**src/rtl/riscv_pkg.sv**
```systemverilog
// Shared RV32 store-path definitions: store funct3 encodings, buffered store entry,
// and the helpers that turn an execute-stage store into a word-aligned memory write.
package riscv_pkg;

  localparam logic [2:0] F3_SB = 3'b000;
  localparam logic [2:0] F3_SH = 3'b001;
  localparam logic [2:0] F3_SW = 3'b010;

  typedef struct packed {
    logic [29:0] waddr;
    logic [31:0] wdata;
    logic [3:0]  be;
  } st_entry_t;

  localparam int unsigned ST_ENTRY_W = $bits(st_entry_t);

  // Misaligned SH/SW or an unknown width is a fault.
  function automatic logic store_bad(input logic [2:0] f3, input logic [1:0] off);
    case (f3)
      F3_SB:   return 1'b0;
      F3_SH:   return off[0];
      F3_SW:   return |off;
      default: return 1'b1;
    endcase
  endfunction

  // Only meaningful for legal stores; data is replicated across every lane so
  // memory just needs the byte enables.
  function automatic st_entry_t store_fmt(input logic [2:0]  f3,
                                          input logic [31:0] addr,
                                          input logic [31:0] data);
    st_entry_t e;
    e.waddr = addr[31:2];
    case (f3)
      F3_SB: begin
        e.be    = 4'b0001 << addr[1:0];
        e.wdata = {4{data[7:0]}};
      end
      F3_SH: begin
        e.be    = addr[1] ? 4'b1100 : 4'b0011;
        e.wdata = {2{data[15:0]}};
      end
      default: begin
        e.be    = 4'b1111;
        e.wdata = data;
      end
    endcase
    return e;
  endfunction

endpackage

```
**src/rtl/sync_fifo.sv**
```systemverilog
// Single-clock FIFO with occupancy count; push when full and pop when empty are ignored.
module sync_fifo #(
  parameter int unsigned Width = 8,
  parameter int unsigned Depth = 2,
  localparam int unsigned PtrW = $clog2(Depth),
  localparam int unsigned CntW = PtrW + 1
) (
  input  logic             clk_i,
  input  logic             rst_ni,
  input  logic             push_i,
  input  logic [Width-1:0] wdata_i,
  input  logic             pop_i,
  output logic [Width-1:0] rdata_o,
  output logic             full_o,
  output logic             empty_o,
  output logic [CntW-1:0]  count_o
);

  logic [Width-1:0] mem_q [Depth];
  logic [PtrW-1:0]  wr_ptr_q, wr_ptr_d;
  logic [PtrW-1:0]  rd_ptr_q, rd_ptr_d;
  logic [CntW-1:0]  count_q, count_d;
  logic             push_ok, pop_ok;

  assign full_o  = (count_q == CntW'(Depth));
  assign empty_o = (count_q == '0);
  assign count_o = count_q;
  assign rdata_o = mem_q[rd_ptr_q];

  assign push_ok = push_i & ~full_o;
  assign pop_ok  = pop_i & ~empty_o;

  // Depth is a power of two, so pointers wrap by natural overflow.
  always_comb begin
    wr_ptr_d = wr_ptr_q;
    rd_ptr_d = rd_ptr_q;
    count_d  = count_q;
    if (push_ok) wr_ptr_d = wr_ptr_q + 1'b1;
    if (pop_ok)  rd_ptr_d = rd_ptr_q + 1'b1;
    case ({push_ok, pop_ok})
      2'b10:   count_d = count_q + 1'b1;
      2'b01:   count_d = count_q - 1'b1;
      default: count_d = count_q;
    endcase
  end

  always_ff @(posedge clk_i or negedge rst_ni) begin
    if (!rst_ni) begin
      wr_ptr_q <= '0;
      rd_ptr_q <= '0;
      count_q  <= '0;
    end else begin
      wr_ptr_q <= wr_ptr_d;
      rd_ptr_q <= rd_ptr_d;
      count_q  <= count_d;
    end
  end

  always_ff @(posedge clk_i) begin
    if (push_ok) mem_q[wr_ptr_q] <= wdata_i;
  end

endmodule

```
**src/rtl/store_unit.sv**
```systemverilog
// Store buffer: formats and alignment-checks execute-stage stores, queues them,
// and drains them in program order to data memory over req/gnt.
module store_unit
  import riscv_pkg::*;
#(
  parameter int unsigned DEPTH = 2,
  parameter int unsigned XLEN  = 32
) (
  input  logic                   clk,
  input  logic                   rst_n,
  input  logic                   st_valid,
  output logic                   st_ready,
  input  logic [2:0]             st_funct3,
  input  logic [XLEN-1:0]        st_addr,
  input  logic [XLEN-1:0]        st_data,
  output logic                   st_fault,
  output logic                   mem_req,
  input  logic                   mem_gnt,
  output logic [XLEN-1:0]        mem_addr,
  output logic [XLEN-1:0]        mem_wdata,
  output logic [3:0]             mem_be,
  output logic                   sb_empty,
  output logic [$clog2(DEPTH):0] sb_count
);

  logic      accept, bad, push, pop;
  logic      fifo_full, fifo_empty;
  logic      fault_q;
  st_entry_t entry, head;

  assign accept = st_valid & st_ready;
  assign bad    = store_bad(st_funct3, st_addr[1:0]);
  assign entry  = store_fmt(st_funct3, st_addr, st_data);
  assign push   = accept & ~bad;
  assign pop    = mem_req & mem_gnt;

  sync_fifo #(
    .Width (ST_ENTRY_W),
    .Depth (DEPTH)
  ) u_fifo (
    .clk_i   (clk),
    .rst_ni  (rst_n),
    .push_i  (push),
    .wdata_i (entry),
    .pop_i   (pop),
    .rdata_o (head),
    .full_o  (fifo_full),
    .empty_o (fifo_empty),
    .count_o (sb_count)
  );

  // A grant popping a full buffer does not free the slot until the next cycle.
  assign st_ready = ~fifo_full;
  assign sb_empty = fifo_empty;

  // Head fields are forced to zero when idle so stale storage never leaks out.
  always_comb begin
    mem_req   = ~fifo_empty;
    mem_addr  = '0;
    mem_wdata = '0;
    mem_be    = '0;
    if (mem_req) begin
      mem_addr  = {head.waddr, 2'b00};
      mem_wdata = head.wdata;
      mem_be    = head.be;
    end
  end

  always_ff @(posedge clk or negedge rst_n) begin
    if (!rst_n) begin
      fault_q <= 1'b0;
    end else begin
      fault_q <= accept & bad;
    end
  end

  assign st_fault = fault_q;

endmodule

```
**config.mk**
```make
export PLATFORM = sky130hd
export DESIGN_NAME = store_unit
export DESIGN_NICKNAME = d
export VERILOG_FILES = /design/src/rtl/riscv_pkg.sv /design/src/rtl/sync_fifo.sv /design/src/rtl/store_unit.sv
export SDC_FILE = /design/constraint.sdc
export NUM_CORES = 1
export LEC_CHECK = 0
export CORE_MARGIN = 3
export CORE_UTILIZATION = 45
export DETAILED_ROUTE_END_ITERATION = 12
export PLACE_DENSITY = 0.77
export SLEW_MARGIN = 20
export SYNTH_ARGS = -nofsm -noshare
export SYNTH_HDL_FRONTEND = slang
export SYNTH_HIERARCHICAL = 1
export SYNTH_SLANG_ARGS = --single-unit
```
**constraint.sdc**
```tcl
create_clock -name clk -period 4.5 [get_ports clk]
set_input_delay 0.9 -clock clk [delete_from_list [all_inputs] [get_ports clk]]
set_output_delay 0.9 -clock clk [all_outputs]
set_load 0.02 [all_outputs]
```
==> flow_summary.toml <==
[layout]
stdcell_area_um2 = 8270
seq_area_um2 = 4090
diodes = 0
multiInputGateArea_um2 = 1850
fillers = 921
drive_above_1_share_pct = 23.6
fin_nets = 585
syn_to_final_growth_pct = 36.3
fin_cells = 697

[clock_network]
cts_num_sinks = 137
clk_latency_ps = 400
cts.reportedPaths.clkPinSlew_ps = 50
cts_buffers = 17
cts_setup_buffers = 0
cts_resized = 0
cts_hold_buf = 0
clk_path_buf_depth = 2
htree_num_levels = 4
cts-root-buf = "clkbuf_16"
cts_tree = "done"

[timing]
fin_crit_ps = 3520
fmax_mhz = 284
hold_viol_final = 0
whs_ps = 561
final.setup.tns_ps = 0
finalSetupViolations = 0
tightest_slew_ps = 745
clock_skew_ps = 9.89
grt_setup_unrepaired = "no"
slew_violations = 0
post-route-period-util_pct = 78.2
slew_headroom_pct = 50.2
layout_setup_ws_ps = 981

[power_and_ir_drop]
leakage_nw = 2.95
sw_frac_of_total_pct = 31.3
p_comb_share_pct = 41.0
p_per_area_nw_per_um2 = 607
intPower_mw = 3.45
p_seq_share_pct = 32.2
p_sw_mw = 1.57
clkPwrFrac_pct = 26.8
peakVddDrop_mv = 0.301

[synthesis]
syn_inst = 363
yosysSeqAreaShare_pct = 67.4
netlist_area_um2 = 6070
yosys_warnings = 6
synthMuxAreaShare_pct = 18.5
synthSimpleGateAreaFrac_pct = 8.76
avgSynthCellArea_um2 = 16.7
synth_compound_area_share_pct = 1.88
yosys.area.top_type_share_pct = 65.3
ys_ff_latch = 137
synth_xor_area_share_pct = 0.722
yosys-top-cells-area = "edfxtp_1, mux2_2, mux2_4"
yosysTopAreaCell = "edfxtp_1"
ys_types = 27
synthAdderAreaFrac_pct = 0.206
synth_top_family_by_area = "multiplexers"

[worst_hold_path]
hold_start = "u_fifo/wr_ptr_q"
hp-class = "flop to flop"
min_to = "u_fifo/wr_ptr_q"
hold_path_depth = 1

[run_status]
status = "completed"

[drt]
first_pass_iters = 4
drt_iter0_drc = 207
vias = 3481
drc = 0
viasPerCell = 4.99
wl_per_cell_um = 17.9
routed_wl_um = 12500
ant_nets = 0

[floorplanning]
io-pin-count = 145
core_um2 = 12900
die_x_um = 122
initial_core_util_pct = 47.1
die_height_um = 122
fp-row-count = 41
die_area_um2 = 14900

[setup_path]
required_ps = 3600
reg2reg_slack_ps = 2090
start_kind = "flop"
cp_slowest_cell = "nor2_4"
cp-end-kind = "output pin"
path_cells = "nor2_4 -> buf_4 -> and2b_1 -> clkdlybuf4s50_1"
r2r-start = "u_fifo/count_o[1]"
cp_top_family = "buffers and inverters"
slowest_delay_ps = 620
r2r-end = "u_fifo/count_o[1]"
r2r_cells = 7
worst_ep_arrival_time_ps = 2620
worstSetupPathType = "flop to output pin"
cp_num_buf_inv = 2
crit_cells = 4
cp_max_fo = 30

[global_routing]
grt_max_degree = 44
grt_pass1_vias = 3712
grt-ovfl-total = 0
antenna_found_initial = 0
track_usage_pct = 17.1
grt_pass1_wl_um = 19400

[placed_design]
dp_cells = 666
dp_hpwl_um = 8440
placed_area_um2 = 7690
portBuffers = 142
post-place-ws_ps = 1000
routabilityCongestion = 0.809

[run]
cap_violations = 0
[power by group through the flow]
stage,Combinational [mW],Sequential (mW),Clock (mW)
final,2.06,1.62,1.35
after global routing,2.19,1.63,1.43
after CTS,2.09,1.62,1.37
after detailed placement,2.07,1.64,0
after global placement,2.06,1.64,0
after floorplan,1.25,1.59,0
[how the worst max path moves through the flow]
stage	end	start
after detailed placement	u_fifo/mem_q[1][24]	st_funct3[2]
final	mem_addr[13]	u_fifo/count_o[1]
after global routing	mem_addr[13]	u_fifo/count_o[0]
after global placement	u_fifo/mem_q[1][16]	st_funct3[2]
after CTS	mem_addr[13]	u_fifo/count_o[0]
after floorplan	u_fifo/mem_q[0][0]	st_funct3[0]
[routing by layer]
metal  up-vias  wire [um]  track usage, %
li1       1643          -               -
met1      1674       5470            22.4
met2       149       5910            27.5
met3        15        881            5.57
met4         0        186            5.25
met5         -          0               0
[cell type report]
type | count | area share (%)
sequential | 137 | 49.5
multi-input combinational | 202 | 22.4
timing repair buffer | 151 | 18.3
clock buffer | 17 | 5.14
tap | 172 | 2.60
clock inverter | 14 | 1.89
inverter | 4 | 0.182
[state kept, by name (all words and copies together), names as in the netlist]
name	count
st_fault	1
u_fifo/count_o	2
u_fifo/mem_q	132
u_fifo/rd_ptr_q	1
u_fifo/wr_ptr_q	1
[cell families (layout without fill, tap and decap cells)]
family / count (synthesis) / after routing
flip-flops: 137 / 137
multiplexers: 90 / 90
other: 1 / 2
adder cells (fa/ha/maj): 1 / 1
buffers and inverters: 25 / 186
AND/OR/NAND/NOR: 82 / 82
XOR/XNOR: 5 / 5
AO/OA/AOI/OAI: 22 / 22
[layout by cell type, fill, tap and decap left out, types with 2 or more instances in the layout]
master           synthesis  final
buf_12                   0      2
edfxtp_1               132    132
and2b_1                 16     16
xor2_1                   2      2
mux2_2                  50     50
clkdlybuf4s50_1          0    142
mux2_4                  32     32
nor2_4                   0      2
clkinvlp_4               0      3
o21ai_0                 20     20
conb_1                   1      2
clkinv_1                 0      3
buf_4                    3      7
clkinv_2                 0      3
clkbuf_16                0     17
dfrtp_1                  5      4
nor2b_1                 53     53
inv_1                    4      4
bufinv_16                0      3
mux2i_1                  8      8
nor2_1                   5      3
nand2b_1                 2      2
xnor2_1                  3      3
[worst reg2reg max path: stages, from the launching register on]
cell	delay [ps]
dfrtp_1	440
nor2_4	620
buf_4	390
nor2b_1	90
nor2b_1	160
ha_1	350
nor2_1	140
xor2_1	140
[synth_stat cells]
cell	count
a211o_1	1
a21oi_1	1
and2b_1	16
and3_1	1
and3b_1	1
buf_2	5
buf_4	3
buf_6	5
clkbuf_1	8
conb_1	1
dfrtp_1	5
edfxtp_1	132
ha_1	1
inv_1	4
mux2_2	50
mux2_4	32
mux2i_1	8
nand2_1	1
nand2b_1	2
nor2_1	5
nor2b_1	53
nor3_4	1
o21ai_0	20
or2_1	1
or4_1	1
xnor2_1	3
xor2_1	2
[through the flow]
step / power, mW / util, %
2_1_floorplan: 2.84 / -
3_3_place_gp: 3.69 / 59.7
3_5_place_dp: 3.72 / 59.7
4_1_cts: 5.07 / 64.2
5_1_grt: 5.25 / 64.2
6_report: 5.02 / 64.2
Power figures use the tool's default switching activity.
